## config.mk

```make
export PLATFORM = sky130hd
export DESIGN_NAME = prm_edge_block_collector
export DESIGN_NICKNAME = d
export VERILOG_FILES = /design/src/rtl/prm_chk_pkg.sv /design/src/rtl/prm_chk_delay_line.sv /design/src/rtl/prm_edge_block_collector.sv
export SDC_FILE = /design/constraint.sdc
export NUM_CORES = 1
export LEC_CHECK = 0
export ABC_AREA = 1
export ABC_CLOCK_PERIOD_IN_PS = 3900
export CAP_MARGIN = 20
export CORE_AREA = 2 2 109 100
export CTS_CLUSTER_SIZE = 8
export DETAILED_ROUTE_END_ITERATION = 7
export DIE_AREA = 0 0 111 102
export PLACE_DENSITY = 0.82
export SYNTH_ARGS = -nofsm -noshare
export SYNTH_HDL_FRONTEND = slang
export SYNTH_SLANG_ARGS = --single-unit
```

## constraint.sdc

```tcl
create_clock -name CLK -period 3.9 [get_ports CLK]
set_clock_uncertainty 0.15 [all_clocks]
set_input_delay 0.78 -clock CLK [delete_from_list [all_inputs] [get_ports CLK]]
set_output_delay 0.78 -clock CLK [all_outputs]
set_load 0.02 [all_outputs]
```

## src/rtl/prm_chk_pkg.sv

```systemverilog
// Shared definitions for the PRM obstacle-check collector: code/bitmap widths,
// FSM state encoding and the mask fold helper.
package prm_chk_pkg;

  localparam int CODE_W      = 15;
  localparam int NUM_EDGE    = 64;
  localparam int MAX_CHK_LAT = 3;

  typedef logic [CODE_W-1:0]   obs_code_t;
  typedef logic [NUM_EDGE-1:0] edge_mask_t;

  typedef enum logic [1:0] {
    ST_IDLE  = 2'd0,
    ST_SCAN  = 2'd1,
    ST_DRAIN = 2'd2,
    ST_DONE  = 2'd3
  } state_e;

  // OR a checker-bank mask into the accumulator only when its tag qualifies it.
  function automatic edge_mask_t fold_mask(input edge_mask_t acc,
                                           input edge_mask_t mask,
                                           input logic       en);
    edge_mask_t res;
    if (en) begin
      res = acc | mask;
    end else begin
      res = acc;
    end
    return res;
  endfunction

endpackage

```

## src/rtl/prm_chk_delay_line.sv

```systemverilog
// Tag/last shift register that aligns an accepted code with the checker-bank
// result. DEPTH = 0 degenerates to a plain wire.
module prm_chk_delay_line #(
  parameter int DEPTH = 1
) (
  input  logic clk_i,
  input  logic rst_i,
  input  logic tag_i,
  input  logic last_i,
  output logic tag_o,
  output logic last_o
);

  if (DEPTH == 0) begin : g_wire
    // Clock and reset are not needed when the line has no storage.
    logic unused_clk_rst_s;
    assign unused_clk_rst_s = clk_i ^ rst_i;
    assign tag_o  = tag_i;
    assign last_o = last_i;
  end else begin : g_shift
    logic [DEPTH-1:0] tag_q;
    logic [DEPTH-1:0] last_q;

    // Shift tag and last marker one stage per cycle; reset empties the line.
    always_ff @(posedge clk_i or posedge rst_i) begin
      if (rst_i) begin
        tag_q  <= '0;
        last_q <= '0;
      end else begin
        tag_q[0]  <= tag_i;
        last_q[0] <= last_i & tag_i;
        for (int i = 1; i < DEPTH; i++) begin
          tag_q[i]  <= tag_q[i-1];
          last_q[i] <= last_q[i-1];
        end
      end
    end

    assign tag_o  = tag_q[DEPTH-1];
    assign last_o = last_q[DEPTH-1];
  end

endmodule

```

## src/rtl/prm_edge_block_collector.sv

```systemverilog
// Initiator side of the PRM obstacle-check interface. Streams voxel codes to
// the edge-checker bank, ORs the returned edge masks into a per-scene blocked
// bitmap and hands bitmap plus saturating obstacle count to the planner.
module prm_edge_block_collector
  import prm_chk_pkg::*;
#(
  parameter int CHK_LAT = 1,   // checker-bank latency, 0..MAX_CHK_LAT
  parameter int CNT_W   = 16
) (
  input  logic                CLK,
  input  logic                RST,
  input  logic                obs_valid,
  output logic                obs_ready,
  input  logic [CODE_W-1:0]   obs_code,
  input  logic                obs_last,
  output logic [CODE_W-1:0]   chk_code,
  input  logic [NUM_EDGE-1:0] chk_mask,
  output logic                res_valid,
  input  logic                res_ready,
  output logic [NUM_EDGE-1:0] res_mask,
  output logic [CNT_W-1:0]    res_count,
  output logic                res_ovf
);

  localparam logic [CNT_W-1:0] CNT_MAX = {CNT_W{1'b1}};
  localparam logic [CNT_W-1:0] CNT_ONE = CNT_W'(1'b1);

  state_e            state_q;
  logic              obs_ready_q;
  logic [CODE_W-1:0] chk_code_q;
  logic              tag_q;
  logic              last_q;
  edge_mask_t        acc_q;
  logic [CNT_W-1:0]  cnt_q;
  logic              ovf_q;
  logic              res_valid_q;

  logic              accept_s;
  logic              handshake_s;
  logic              dl_tag_s;
  logic              dl_last_s;
  logic              drained_s;
  edge_mask_t        acc_d;
  logic [CNT_W-1:0]  cnt_d;
  logic              ovf_d;

  // The tag/last pair is registered together with chk_code, so the delay line
  // only has to add the bank's own latency on top of that first stage.
  prm_chk_delay_line #(
    .DEPTH (CHK_LAT)
  ) u_delay_line (
    .clk_i  (CLK),
    .rst_i  (RST),
    .tag_i  (tag_q),
    .last_i (last_q),
    .tag_o  (dl_tag_s),
    .last_o (dl_last_s)
  );

  // Handshake qualifiers and the fold of the mask whose tag is leaving the line.
  always_comb begin
    accept_s    = obs_valid & obs_ready_q;
    handshake_s = res_valid_q & res_ready;
    drained_s   = dl_tag_s & dl_last_s;
    acc_d       = fold_mask(acc_q, chk_mask, dl_tag_s);
  end

  // Saturating obstacle counter; overflow flags a code that could not be counted.
  always_comb begin
    cnt_d = cnt_q;
    ovf_d = ovf_q;
    if (accept_s) begin
      if (cnt_q == CNT_MAX) begin
        ovf_d = 1'b1;
      end else begin
        cnt_d = cnt_q + CNT_ONE;
      end
    end else begin
      cnt_d = cnt_q;
    end
  end

  // Scene FSM together with the code register, accumulator and output registers.
  always_ff @(posedge CLK or posedge RST) begin
    if (RST) begin
      state_q     <= ST_IDLE;
      obs_ready_q <= 1'b0;
      chk_code_q  <= '0;
      tag_q       <= 1'b0;
      last_q      <= 1'b0;
      acc_q       <= '0;
      cnt_q       <= '0;
      ovf_q       <= 1'b0;
      res_valid_q <= 1'b0;
    end else begin
      tag_q  <= 1'b0;
      last_q <= 1'b0;
      acc_q  <= acc_d;
      case (state_q)
        ST_IDLE: begin
          state_q     <= ST_SCAN;
          obs_ready_q <= 1'b1;
        end
        ST_SCAN: begin
          if (accept_s) begin
            chk_code_q <= obs_code;
            tag_q      <= 1'b1;
            last_q     <= obs_last;
            cnt_q      <= cnt_d;
            ovf_q      <= ovf_d;
            if (obs_last) begin
              state_q     <= ST_DRAIN;
              obs_ready_q <= 1'b0;
            end else begin
              state_q     <= ST_SCAN;
              obs_ready_q <= 1'b1;
            end
          end else begin
            state_q     <= ST_SCAN;
            obs_ready_q <= 1'b1;
          end
        end
        ST_DRAIN: begin
          obs_ready_q <= 1'b0;
          if (drained_s) begin
            state_q     <= ST_DONE;
            res_valid_q <= 1'b1;
          end else begin
            state_q     <= ST_DRAIN;
            res_valid_q <= 1'b0;
          end
        end
        ST_DONE: begin
          if (handshake_s) begin
            state_q     <= ST_SCAN;
            obs_ready_q <= 1'b1;
            res_valid_q <= 1'b0;
            acc_q       <= '0;
            cnt_q       <= '0;
            ovf_q       <= 1'b0;
          end else begin
            state_q     <= ST_DONE;
            obs_ready_q <= 1'b0;
            res_valid_q <= 1'b1;
          end
        end
        default: begin
          state_q     <= ST_IDLE;
          obs_ready_q <= 1'b0;
          res_valid_q <= 1'b0;
        end
      endcase
    end
  end

  assign obs_ready = obs_ready_q;
  assign chk_code  = chk_code_q;
  assign res_valid = res_valid_q;
  assign res_mask  = acc_q;
  assign res_count = cnt_q;
  assign res_ovf   = ovf_q;

endmodule

```

==> results.sh <==
export IMPL_clockPowerShare_pct=17.8
export IMPL_slew_viol_final=0
export IMPL_hold_end="u_delay_line.tag_o$_DFF_PP0_"
export IMPL_min_period_ns=2.397
export IMPL_clockBufferDepth=2
export IMPL_htree_levels=3
export IMPL_rsz0062_at_grt="no"
export IMPL_start_util_pct=41.26
export IMPL_crit_type="flip-flop to output pin"
export IMPL_worst_pin_slew_ns=0.7464
export IMPL_grt_max_degree=67
export IMPL_p_leak_nw=2.807
export IMPL_synth_cells=456
export IMPL_drive_gt1_share_pct=5.181
export IMPL_ys_warn_count=0
export IMPL_cp_start_kind="flip-flop"
export IMPL_placementRows=35
export IMPL_grt_usage_pct=18.76
export IMPL_syn_to_final_growth_pct=54.02
export IMPL_die_area_um2=11320
export IMPL_clock_latency_ns=0.33
export IMPL_hold_violations=0
export IMPL_port_buffers=181
export IMPL_syn_avg_cell_area_um2=9.154
export IMPL_drtPass1Iterations=4
export IMPL_hp_class="flip-flop to flip-flop"
export IMPL_cts_tree="yes"
export IMPL_power_total_w=0.005192
export IMPL_diodes=0
export IMPL_vdd_ir_drop_max_uv=432.3
export IMPL_drt_wl_total_mm=10.78
export IMPL_drt_initial_drc_count=125
export IMPL_seqPwrFrac_pct=36.2
export IMPL_grt_pass1_vias=3607
export IMPL_rr_worst_depth=4
export IMPL_nNetsFinal=719
export IMPL_dpl_hpwl_mm=7.792
export IMPL_worst_r2r_setup_slack_ns=1.97
export IMPL_cp_slowest_cell="clkdlybuf4s50_1"
export IMPL_fin_cells=766
export IMPL_slowest_delay_ns=0.66
export IMPL_postCtsSetupBuffers=0
export IMPL_antenna_found_initial=0
export IMPL_endpoint_kind="output pin"
export IMPL_grt_overflow=0
export IMPL_cp_top_family="buffers and inverters"
export IMPL_final_cell_area_um2=6429
export IMPL_max_freq_mhz=417.2
export IMPL_crit_chain="clkdlybuf4s50_1"
export IMPL_vias=3758
export IMPL_ant_nets=0
export IMPL_tns_ns=0
export IMPL_post_cts_resized=0
export IMPL_status="completed"
export IMPL_placed_cells=751
export IMPL_gp_congestion=0.8325
export IMPL_grt_pass1_wl_mm=17.22
export IMPL_swShare_pct=38.27
export IMPL_crit_arrival_ns=1.47
export IMPL_hold_path_depth=0
export IMPL_core_area_um2=10120
export IMPL_worstPathMaxFanout=6
export IMPL_routedWlPerCell_um=14.08
export IMPL_internal_power_w=0.003205
export IMPL_cts_root_buf="clkbuf_16"
export IMPL_viasPerCell=4.906
export IMPL_relSlewSlack_pct=50.24
export IMPL_yosysSeqAreaShare_pct=62.35
export IMPL_synth_seq_cells=104
export IMPL_syn_area_um2=4174
export IMPL_r2r_start="state_q[1]$_DFF_PP0_"
export IMPL_regToRegEndpoint="res_mask[59]$_DFF_PP0_"
export IMPL_worstPathRequired_ns=2.97
export IMPL_die_width_um=111
export IMPL_setup_viol=0
export IMPL_path_clk_slew_ns=0.07
export IMPL_period_share_pct=61.46
export IMPL_fin_hold_ws_ns=0.2259
export IMPL_synth_nets=541
export IMPL_ios=182
export IMPL_hold_buffers=0
export IMPL_yosysUniqueCellTypes=28
export IMPL_cts_sink_count=104
export IMPL_die_h_um=102
export IMPL_powerDensity_nw_per_um2=807.6
export IMPL_cts_buffers=9
export IMPL_power_frac_comb_pct=46.0
export IMPL_placed_cell_area_um2=6092
export IMPL_cp_buffers_inverters=1
export IMPL_hp_start="tag_q$_DFF_PP0_"
export IMPL_netSwitchingPower_w=0.001987
export IMPL_cap_violations=0
export IMPL_drc_errors=0
[final cells by class]
class	instances	area, um2
fill	847	3687
sequential	104	2604
timing repair buffer	186	1869
multi-input combinational	310	1396
clock buffer	9	225.2
tap	129	161.4
inverter	23	88.84
clock inverter	5	83.83
[sequential cells by signal (all words and copies together) (netlist names)]
name / count
state_q: 2
chk_code: 15
res_mask: 64
u_delay_line.last_o: 1
res_count: 16
obs_ready: 1
tag_q: 1
res_ovf: 1
u_delay_line.tag_o: 1
res_valid: 1
last_q: 1
[synth_stat cells]
library cell | instances | area share, %
nand2_1 | 108 | 9.7
nor2_2 | 1 | 0.15
dfrtp_1 | 104 | 62
nand3_2 | 1 | 0.24
nor2_1 | 82 | 7.4
buf_1 | 3 | 0.27
buf_2 | 8 | 0.96
ha_1 | 1 | 0.30
nand3b_1 | 1 | 0.18
nor3_1 | 2 | 0.24
clkbuf_1 | 6 | 0.54
nand3_4 | 1 | 0.42
nand4_1 | 3 | 0.45
or2_2 | 2 | 0.30
buf_6 | 2 | 0.54
xor2_1 | 2 | 0.42
nand2_4 | 1 | 0.27
inv_2 | 2 | 0.18
nand3_1 | 13 | 1.6
o21ai_1 | 6 | 0.72
o21ai_2 | 1 | 0.21
a21oi_1 | 68 | 8.2
o21ai_0 | 9 | 1.1
o211ai_1 | 1 | 0.18
o21bai_1 | 5 | 0.90
inv_1 | 21 | 1.9
nand2_2 | 1 | 0.15
nor2_4 | 1 | 0.27
[how the worst max path moves through the flow]
| stage | start | end | slack [ns] | depth (start not counted) |
|---|---|---|---|---|
| detailed placement | res_ready | res_mask[6]$_DFF_PP0_ | 1.42 | 5 |
| finish | res_count[10]$_DFFE_PP0P_ | res_count[10] | 1.50 | 1 |
| global route | res_count[10]$_DFFE_PP0P_ | res_count[10] | 1.45 | 1 |
| CTS | res_count[10]$_DFFE_PP0P_ | res_count[10] | 1.49 | 1 |
| global placement | obs_valid | res_count[15]$_DFFE_PP0P_ | 1.49 | 5 |
| floorplan | RST | chk_code[0]$_DFFE_PP0P_ | 0.24 | 1 |
[kinds of logic (layout without fill, tap and decap cells)]
group / Yosys count / in the layout / synth area share, %
AO/OA/AOI/OAI: 90 / 90 / 11.24
XOR/XNOR: 2 / 2 / 0.4197
adder cells (fa/ha/maj): 1 / 1 / 0.2997
flip-flops: 104 / 104 / 62.35
buffers and inverters: 42 / 223 / 4.377
AND/OR/NAND/NOR: 217 / 217 / 21.31
[per-stage QoR]
stage,util [%],setup WS [ns]
finish,63.55,1.503
global route,63.55,1.449
CTS,63.28,1.494
detailed placement,60.22,1.424
global placement,60.22,1.491
floorplan,-,0.2378
[metal layers]
layer	vias up	part of all wire, %	wire length, um	global-route usage (%)
met4	0	2.0	219	6.538
li1	1819	-	-	-
met3	19	6.8	731	4.330
met1	1782	42	4502	24.05
met5	-	0	0	0
met2	138	49	5330	31.95
[cells in the final DEF (no fill, tap or decap), types with 2 or more instances in the layout]
cell	instances
nand2_1	108
o21bai_1	5
bufinv_16	2
clkinvlp_4	2
dfrtp_1	103
nand4_1	3
inv_1	20
or2_2	2
o21ai_1	6
clkdlybuf4s50_1	181
clkbuf_16	9
a21oi_1	68
xor2_1	2
nand3_1	13
o21ai_0	9
nor2_4	2
inv_2	2
nor3_1	2
buf_4	4
nor2_1	81
[power by group through the flow]
stage | logic (W) | clock network [W] | registers (W)
final | 0.00239 | 0.000926 | 0.00188
after global routing | 0.00257 | 0.000994 | 0.00194
after CTS | 0.00237 | 0.000946 | 0.00191
after detailed placement | 0.00237 | 0 | 0.00191
after global placement | 0.00230 | 0 | 0.00190
after floorplan | 0.000688 | 0 | 0.00238
Power figures use the tool's default switching activity.
